<file path="config.mk">
export PLATFORM = sky130hd
export DESIGN_NAME = tx_frame_fsm
export DESIGN_NICKNAME = d
export VERILOG_FILES = /design/src/rtl/tx_pkg.sv /design/src/rtl/baud_tick.sv /design/src/rtl/tx_frame_fsm.sv
export SDC_FILE = /design/constraint.sdc
export NUM_CORES = 1
export LEC_CHECK = 0
export ABC_AREA = 1
export BUFFER_PORTS_ARGS = -buffer_cell sky130_fd_sc_hd__buf_2
export CORE_UTILIZATION = 41
export CTS_BUF_LIST = sky130_fd_sc_hd__clkbuf_2
export CTS_CLUSTER_SIZE = 20
export DETAILED_ROUTE_END_ITERATION = 10
export PLACE_DENSITY = 0.66
export SKIP_LAST_GASP = 1
export SYNTH_ARGS = -nofsm -noshare
export SYNTH_HDL_FRONTEND = slang
export SYNTH_SLANG_ARGS = --single-unit
</file>
<file path="constraint.sdc">
create_clock -name clk -period 1.6 [get_ports clk]
set_clock_uncertainty 0.15 [all_clocks]
set_input_delay 0 -clock clk [delete_from_list [all_inputs] [get_ports clk]]
set_output_delay 0 -clock clk [all_outputs]
set_load 0.03 [all_outputs]
</file>
<file path="src/rtl/tx_pkg.sv">
// tx_pkg: shared state encoding, line levels and counter sizing for the serial transmit framer.
package tx_pkg;
   typedef enum logic [2:0] {IDLE, START, DATA, PARITY, STOP} state_t;
   localparam logic LINE_IDLE = 1'b1;
   localparam logic START_LVL = 1'b0;
   function automatic int cnt_w(input int n);
      return (n <= 1) ? 1 : $clog2(n);
   endfunction
endpackage

</file>
<file path="src/rtl/baud_tick.sv">
// baud_tick: per-bit cycle counter; bit_end marks the last clock of each serial bit.
module baud_tick
   import tx_pkg::*;
#(
   parameter int CLKS_PER_BIT = 16
) (
   input  logic clk,
   input  logic rst_n,
   input  logic clear,
   output logic bit_end
);
   localparam int CW = cnt_w(CLKS_PER_BIT);
   localparam logic [CW-1:0] LAST = CW'(CLKS_PER_BIT - 1);
   logic [CW-1:0] r_cnt;
   assign bit_end = (r_cnt == LAST);
   always_ff @(posedge clk or negedge rst_n)
      if (!rst_n) r_cnt <= '0;
      else r_cnt <= (clear || bit_end) ? '0 : r_cnt + 1'b1;
endmodule

</file>
<file path="src/rtl/tx_frame_fsm.sv">
// tx_frame_fsm: serialises a word as start, LSB-first data, optional even parity and stop bits,
// driving the select and both inputs of the downstream line mux from registers.
module tx_frame_fsm
   import tx_pkg::*;
#(
   parameter int DATA_W       = 8,
   parameter int CLKS_PER_BIT = 16,
   parameter int PARITY_EN    = 0,
   parameter int STOP_BITS    = 1
) (
   input  logic              clk,
   input  logic              rst_n,
   input  logic [DATA_W-1:0] data_in,
   input  logic              data_valid,
   output logic              data_ready,
   output logic              tx_sel,
   output logic              shift_bit,
   output logic              frame_bit,
   output logic              busy,
   output logic              done
);
   localparam int BW = cnt_w(DATA_W);
   localparam logic [BW-1:0] LAST_DATA = BW'(DATA_W - 1);
   localparam logic [BW-1:0] LAST_STOP = BW'(STOP_BITS - 1);
   state_t            r_state, w_next;
   logic [DATA_W-1:0] r_sreg, w_sreg_nx;
   logic [BW-1:0]     r_bit_cnt;
   logic              r_parity, r_tx_sel, r_shift_bit, r_frame_bit;
   logic              w_bit_end, w_accept, w_tx_sel_nx, w_shift_nx, w_frame_nx;
   baud_tick #(.CLKS_PER_BIT(CLKS_PER_BIT)) u_baud (
      .clk    (clk),
      .rst_n  (rst_n),
      .clear  (r_state == IDLE),
      .bit_end(w_bit_end)
   );
   always_ff @(posedge clk or negedge rst_n)
      if (!rst_n) r_state <= IDLE;
      else r_state <= w_next;
   always_comb begin
      w_next = r_state;
      case (r_state)
         IDLE:    w_next = w_accept ? START : IDLE;
         START:   w_next = w_bit_end ? DATA : START;
         DATA:    w_next = (w_bit_end && r_bit_cnt == LAST_DATA) ? ((PARITY_EN != 0) ? PARITY : STOP) : DATA;
         PARITY:  w_next = w_bit_end ? STOP : PARITY;
         STOP:    w_next = (w_bit_end && r_bit_cnt == LAST_STOP) ? IDLE : STOP;
         default: w_next = IDLE;
      endcase
   end
   // line outputs are precomputed from the next state so all three mux inputs switch on one edge
   always_comb begin
      data_ready  = (r_state == IDLE);
      busy        = (r_state != IDLE);
      w_accept    = data_valid && data_ready;
      done        = (r_state == STOP) && (w_next == IDLE);
      w_sreg_nx   = w_accept ? data_in : (r_state == DATA && w_bit_end) ? DATA_W'({1'b1, r_sreg} >> 1) : r_sreg;
      w_tx_sel_nx = (w_next == DATA);
      w_shift_nx  = (w_next == DATA) ? w_sreg_nx[0] : LINE_IDLE;
      w_frame_nx  = (w_next == START) ? START_LVL : (w_next == PARITY) ? r_parity : LINE_IDLE;
   end
   always_ff @(posedge clk or negedge rst_n)
      if (!rst_n) begin
         r_sreg      <= '0;
         r_parity    <= 1'b0;
         r_bit_cnt   <= '0;
         r_tx_sel    <= 1'b0;
         r_shift_bit <= LINE_IDLE;
         r_frame_bit <= LINE_IDLE;
      end else begin
         r_sreg      <= w_sreg_nx;
         r_parity    <= w_accept ? ^data_in : r_parity;
         r_bit_cnt   <= (w_next != r_state) ? '0 : (w_bit_end && r_state != IDLE) ? r_bit_cnt + 1'b1 : r_bit_cnt;
         r_tx_sel    <= w_tx_sel_nx;
         r_shift_bit <= w_shift_nx;
         r_frame_bit <= w_frame_nx;
      end
   assign tx_sel    = r_tx_sel;
   assign shift_bit = r_shift_bit;
   assign frame_bit = r_frame_bit;
endmodule
</file>
# == Word level (Yosys, flattened, before mapping) ==
# Cells that the tools add are included.
# op_classes
eq_ne,10
n_reduce_logical,14
add_sub_neg,2
mux,14
# ops
cell,n
8-bit 2-to-1 mux,2
3-bit 2-to-1 mux,5
3-bit case mux with 5 select lines,1
"3-bit by 2-bit == test with 1-bit output, second input constant",4
3-bit logical NOT,3
8-bit XOR reduction,1
"3-bit by 1-bit == test with 1-bit output, second input constant",2
"3-bit == test, second input constant",2
1-bit logical AND,6
"4-bit by 1-bit adder with 4-bit output, second input constant",1
"4-bit == test, second input constant",1
1-bit 2-to-1 mux,4
4-bit 2-to-1 mux,1
2-bit nonzero test,2
"3-bit by 1-bit adder with 3-bit output, second input constant",1
3-bit != test,1
3-bit nonzero test,1
2-bit 2-to-1 mux,1
1-bit logical OR,1
# totals
in_bits,11
output_inout_bits,6
ff_bits,22
wordCells,49

# == Logic depth before layout (Yosys ltp) ==
# Gate-level depths: netlist (run 1).
# depth
word_depth,7
ltp_mapped,9

# == Hierarchy ==
# Synthesis (run 1) repeated with hierarchy kept, for this count alone.
# unflattened
cells_unflattened,167
hier_area_um2,1258.7
# modules_own_cells
mod,cells_each,instances,area_per_inst_um2,seq_area_each_um2
tx_frame_fsm,148,1,1066.0,452.9
baud_tick,19,1,192.7,100.1

# == Worst setup path after synthesis (run 1) ==
# No wires, ideal clock.
# synth_path
kind,register to register
from,register r_state[0]
to,register r_bit_cnt[0]
path_slack_ns,0.164
synth_period_minus_slack_ns,1.436
path_stages_with_launch,8
arrival_ns,1.166
cell_sequence,dfrtp_1 -> nor2_2 -> nand2_4 -> nor2_2 -> buf_6 -> o21ai_2 -> nand3_2 -> nor2_1
# synth_between
elab_cells_between_ends,13
# synth_rtl
element,line_no,rtl
start: declaration,tx_frame_fsm.sv:25,"state_t r_state, w_next;"
start signal: assignment,tx_frame_fsm.sv:38,else r_state <= w_next;
3-bit nonzero test,n/a,
named net busy,tx_frame_fsm.sv:19,"output logic busy,"
1-bit logical AND,tx_frame_fsm.sv:72,r_bit_cnt <= (w_next != r_state) ? '0 : (w_bit_end && r_state != IDLE) ? r_bit_cnt + 1'b1 : r_bit_cnt;
2-bit nonzero test (no line),n/a,
end signal: assignment,tx_frame_fsm.sv:72,
end: declaration,tx_frame_fsm.sv:27,logic [BW-1:0] r_bit_cnt;
# The timed path passes the listed nets, and every way through them passes these cells.
# A chain may end at the register's enable or synchronous reset.

# == Final worst setup path (run 1) ==
# layout_path
from,register r_bit_cnt[0]
to,output port done
# layout_between
elab_chain_len,6
elab_cells_between_ends,9
# layout_rtl
element,line_no,rtl
3-bit == test or 3-bit logical NOT (tied branches),"tx_frame_fsm.sv:44, tx_frame_fsm.sv:46",
"1-bit logical AND, on equally long branches","tx_frame_fsm.sv:44, tx_frame_fsm.sv:46",
"3-bit 2-to-1 mux, on equally long branches","tx_frame_fsm.sv:44, tx_frame_fsm.sv:46",
3-bit case mux with 5 select lines (*),tx_frame_fsm.sv:41,case (r_state)
3-bit logical NOT (*),tx_frame_fsm.sv:55,done = (r_state == STOP) && (w_next == IDLE);
1-bit logical AND (*),tx_frame_fsm.sv:55,
end: declaration,tx_frame_fsm.sv:20,output logic done
# Every way passes the cells marked *; elsewhere a longest branch is shown, timed or not.

==> results.md, run 1 <==
- All-Layer GR Usage: a little under a fifth
- Setup violators final: 5
- Setup TNS Final: -0.453 ns
- Worst-path maximum fanout: 2
- Area of the core: ~2800 µm²
- WHS: between 0.03 and 0.04 ns
- Met1 GRT Util: a little over a fifth
- Clk pwr share: a little over a quarter
- Num CTS Buffers: 3
- Worst min path class: in2async
- Post-synthesis adder-cell area fraction: just over 4%
- Critical path's slowest cell: dfrtp_1
- Die height: ~57 µm
- Synth warn: 0
- Slew headroom: about 67%
- Post-route ant nets: 0
- Vias in the first global route: ~1200
- Outcome: finished, violations left
- Largest family of logic cells by synthesized area: simple AND/OR/NAND/NOR gates
- Syn_area_per_cell: roughly 8 µm²
- WL per Instance: roughly 12 µm
- Die X: ~57 µm
- Unique cell type count in the Yosys netlist: 21
- Placer Congestion: between 0.8 and 0.9
- Initial Utilization: 43.8%
- Kind of critical path: reg2out
- Post-synthesis mux area share: 0%
- Vias/cell: roughly 4.8
- Required @ worst endpoint: 1.45 ns
- Gr busiest metal: met2
- Worst path cell trace: buf_6 > inv_4 > ha_4 > inv_2 > nor2_2 > nand2_1 > inv_1 > nand4_1 > inv_1 > buf_6
- Maximum clock frequency: 0.568 GHz
- DRC violations left: 4
- Worst-Margin Slew: just under 0.5 ns
- First-pass GRT wire length: 4650 µm
- Routed wire length: 2860 µm
- Switch Pwr: roughly 0.00021 W
- Initial antenna violation count: 0
- Met2 Use GR: between 30 and 40%
- Share of total power in combinational logic: 10.5%
- CTS Sinks: 22
- Final Instance Area: 1740 µm²
- Die ar.: approximately 3200 µm²
- Placed inst area: around 1400 µm²
- Commonest non-fill, non-tap cell in the layout: nand2_1
- Final worst slack: -0.161 ns
- VDD IR max: 0.317 mV
- Most frequent cells in the layout: 49 x nand2_1, 19 x dfrtp_1, 16 x buf_4
- CP Data Arrival Time: 1.61 ns
- I/O Pins: 17
- CTS tree: yes
- PortBufs: 16
- FF+latch count, synth: 22
- Seq/Total Area, Yosys: 45.0%
- Synth Area in XOR/XNOR: about 6.4%
- H-tree Lvls: 1
- Area Overhead vs Synth: 41.1%
- DRT iter0 DRCs: 19
- Unrepaired setup endpoints after global routing: yes
- Cell Rows: 19
- Largest net degree at the start of global routing: 13
- Post-Syn Instances: 154
- Detailed-placement wirelength estimate: ~1700 µm
- Cell area power density: 512 nW/µm²
- Max clock buf depth: 2
- Max cap viols: 0
- Crit. End Element: primary output
- # diodes: 0
- Critical path buffers and inverters: 6
- Failing checks: design-rule violations, negative setup slack
- Final-stage net count: 221
- Share of cells above drive strength 1: 35.1%
- Syn nets: 169
- Crit path max-delay family: flip-flops
- Static Leakage: between 0.8 and 0.9 nW
- Post-route minimum period: approximately 1.8 ns
- Max-slew violations: 0
- Final period util: 110%
- Compound-Gate Fraction of Synth Area: ~2.2%
- Sequential Power Share: between 60 and 70%
- Mapped cell area: around 1200 µm²
- CP peak stage delay: around 0.46 ns
- Drt pass-1 iters: 7
- Grt met3 use: between 2 and 2.5%
- Clock-pin slew on the worst setup and hold paths: about 0.22 ns
- Internal power: about 0.00068 W
- Worst-Skew Late Latency: 0.32 ns
- Setup crit start kind: flip-flop
- Simple-Gate Fraction of Synth Area: around a third
- Grt ovf: 0
- Vias: approximately 1100
- Final hold vios: 0
- Pre-CTS setup slack: around 0.018 ns
- CTS root buffer: clkbuf_2
- Sw frac: between 20% and 30%
[state kept, by name, indices dropped and copies added (netlist names)]
| signal | cells |
|---|---|
| frame_bit | 1 |
| r_bit_cnt | 3 |
| r_parity | 1 |
| r_sreg | 8 |
| r_state | 3 |
| shift_bit | 1 |
| tx_sel | 1 |
| u_baud.r_cnt | 4 |
[stage by stage]
step | util (%) | total power (W) | instances
global placement | 49.3 | 0.000643 | 206
detailed placement | 49.3 | 0.000646 | 206
CTS | 59.7 | 0.000901 | 233
finish | 61.9 | 0.000889 | 236
floorplan | - | 0.000611 | 154
global route | 61.9 | 0.000933 | 236
[power groups by stage]
stage	logic [W]	registers, W	clock network (W)
2_1_floorplan	0.0000371	0.000574	0
3_3_place_gp	0.0000694	0.000574	0
3_5_place_dp	0.0000720	0.000574	0
4_1_cts	0.0000955	0.000565	0.000241
5_1_grt	0.000108	0.000566	0.000259
6_report	0.0000937	0.000564	0.000231
[path summary, 6_finish.rpt]
kind / startpoint / end / slack [ns] / cells past startpoint
setup / recovery: r_bit_cnt[0] / done / -0.16 / 10
hold / removal: rst_n / shift_bit / 0.03 / 2
setup reg to reg: r_bit_cnt[0] / r_bit_cnt[1] / -0.11 / 8
hold reg to reg: r_parity / frame_bit / 0.35 / 2
max in group asynchronous: rst_n / r_state[2] / 0.38 / 3
min in group clk: data_in[5] / r_sreg[5] / 0.29 / 4
[cells in the mapped netlist]
cell type	count	area, µm²
nand3_2	2	20.0
a21oi_1	1	5.00
dfstp_2	2	52.6
ha_1	4	50.1
nor2_2	4	25.0
xnor2_1	5	43.8
nand3b_1	1	7.51
nand3_1	13	65.1
nand3_4	1	17.5
nand4_1	4	25.0
nor2_4	1	11.3
buf_6	1	11.3
o21ai_1	1	5.00
dfrtp_1	20	500
nand2_1	51	191
xor2_1	4	35.0
nand2_4	1	11.3
inv_1	16	60.1
inv_2	4	15.0
nor2_1	16	60.1
o21ai_2	2	17.5
[routing by layer]
layer  up-vias  share of wire (%)  wire length (µm)
li1        584                  -                 -
met1       518                 44              1260
met2        15                 52              1480
met3         6                2.0                57
met4         0                2.1                59
met5         -                  0                 0
[logic make-up (layout without fill, tap and decap cells)]
logic type / Yosys count / count (layout)
buf+inv: 21 / 72
simple gates: 94 / 94
xor+xnor: 9 / 9
fa+ha+maj: 4 / 4
compound gates: 4 / 4
flops: 22 / 22
[final cells by class]
cell class	count	area (µm²)
timing repair buffer	48	372
clock buffer	4	20.0
sequential	22	554
inverter	20	82.6
tap	31	38.8
fill	245	1070
multi-input combinational	111	668
[repair_timing]
item                                    4_1_cts  5_1_grt
endpoints found under the setup margin        4       16
pin swaps                                     7       11
gates cloned                                  0        0
hold buffers                                 12        0
resized for setup                            21       10
buffers inserted                             12        4
hold endpoints to repair                     32        0
Power figures use the tool's default switching activity.
==> run 2: changes to the inputs <==
Settings changed: BUFFER_PORTS_ARGS -buffer_cell sky130_fd_sc_hd__buf_2 to unset, DONT_BUFFER_PORTS set to 1, PLACE_DENSITY 0.66 to 0.61.
==> results.md, run 2 (same netlist as run 1, synthesis figures left out) <==
- Outcome: finished, violations left
- Failing checks: design-rule violations, negative setup slack
- Unrepaired setup endpoints after global routing: yes
- Initial Utilization: between 40% and 50%
- Kind of critical path: reg2out
- DRT iter0 DRCs: just over 40
- I/O Pins: 17
- Drt pass-1 iters: 7
- Post-route minimum period: 1.70 ns
- Area of the core: 2810 µm²
- Filler Cells Inserted: between 200 and 300
- Worst-Skew Late Latency: around 0.33 ns
- Initial antenna violation count: 0
- Detailed-placement wirelength estimate: about 1700 µm
- WL per Instance: around 12 µm
- Die height: 56.8 µm
- Required @ worst endpoint: 1.45 ns
- Top flop regs: r_sreg x8, u_baud.r_cnt x4
- Area Overhead vs Synth: 33.4%
- Vias/cell: 4.91
- Maximum clock frequency: slightly below 0.6 GHz
- Final period util: 106%
- WHS: 0.102 ns
- Most frequent cells in the layout: 49 x nand2_1, 18 x dfrtp_1, 14 x buf_4
- Placer Congestion: between 0.8 and 0.9
- CTS Sinks: 22
- Cell area power density: approximately 630 nW/µm²
- Slew headroom: 32.1%
- Num CTS Buffers: 3
- PortBufs: 0
- Number of flip-flops under the largest register name: 8
- Worst min path class: in2async
- # diodes: 0
- Grt ovf: 0
- Final worst slack: -0.0964 ns
- Pre-CTS setup slack: about 0.012 ns
- Biggest register: r_sreg
- H-tree Lvls: 1
- Final-stage net count: between 200 and 250
- CP Data Arrival Time: approximately 1.6 ns
- Static Leakage: roughly 0.8 nW
- Vias in the first global route: 1088
- CTS tree: yes
- Setup crit start kind: flip-flop
- Setup violators final: 1
- CTS root buffer: clkbuf_2
- Vias: 1060
- All-Layer GR Usage: approximately 18%
- Cell Rows: 19
- First-pass GRT wire length: roughly 4400 µm
- VDD IR max: 0.319 mV
- Max cap viols: 0
- Worst-path maximum fanout: 3
- Final hold vios: 0
- Largest net degree at the start of global routing: 23
- Clock-pin slew on the worst setup and hold paths: roughly 0.23 ns
- Die ar.: 3220 µm²
- Commonest non-fill, non-tap cell in the layout: nand2_1
- Share of cells above drive strength 1: between 20% and 30%
- Worst-Margin Slew: 1.01 ns
- Routed wire length: roughly 2600 µm
- Die X: ~57 µm
- Crit. End Element: primary output
- Post-route ant nets: 0
- Max-slew violations: 0
- Max clock buf depth: 2
- DRC violations left: 2
run 2: cell type report:
| cell class | instances | area [µm²] | share of cell area [%] |
|---|---|---|---|
| clock buffers | 3 | 15.0 | 0.915 |
| clock inverters | 1 | 30.0 | 1.83 |
| inverters | 20 | 80.1 | 4.88 |
| multi-input cells | 111 | 671 | 40.9 |
| flip-flops and latches | 22 | 556 | 33.9 |
| well taps | 31 | 38.8 | 2.36 |
| repair buffers | 28 | 250 | 15.3 |
run 2: stage by stage:
stage / cells / cell area [µm²] / setup TNS (ns) / utilization [%] / power (W)
detailed placement: 190 / 1300 / 0 / 46.4 / 0.000616
global placement: 190 / 1300 / 0 / 46.4 / 0.000615
CTS: 213 / 1570 / -0.155 / 56.1 / 0.00104
finish: 216 / 1640 / -0.0964 / 58.5 / 0.00103
global route: 216 / 1640 / -0.448 / 58.5 / 0.00108
floorplan: 154 / 1230 / 0 / - / 0.000611
run 2: what timing repair did:
item                                   in CTS  in global routing
pin swaps                                   9                  8
setup endpoints to repair                   4                 15
endpoints found under the hold margin      34                  0
resized for setup                          19                 11
buffers inserted                            9                  3
hold buffers                               10                  0
run 2: critical path: stages (launching register included):
cell	delay [ns]
dfrtp_1	0.46
ha_2	0.20
ha_4	0.16
inv_2	0.06
nor2_4	0.03
nand2_2	0.07
nand4_1	0.09
inv_2	0.15
run 2: where the power goes:
part	leakage, nW	switching, W	internal, W
Sequential	0.237	0.00000266	0.000562
Clock	0.0266	0.000174	0.000216
Combinational	0.538	0.0000434	0.0000359
Total	0.802	0.000220	0.000814
run 2: final timing paths:
check	from	end	slack, ns	cells past startpoint
hold reg to reg	r_parity	frame_bit	0.36	2
setup / recovery	r_bit_cnt[1]	done	-0.1	7
min in group clk	data_in[5]	r_sreg[5]	0.24	3
hold / removal	rst_n	tx_sel	0.10	1
max in group asynchronous	rst_n	r_state[2]	0.54	1
setup reg to reg	r_bit_cnt[1]	frame_bit	0	10
run 2: per-layer routing:
metal / global-route usage, % / up-vias / routed length [µm]
li1: - / 543 / -
met1: 20.9 / 498 / 1140
met2: 32.5 / 15 / 1330
met3: 3.00 / 4 / 85
met4: 5.92 / 0 / 24
met5: 0 / - / 0
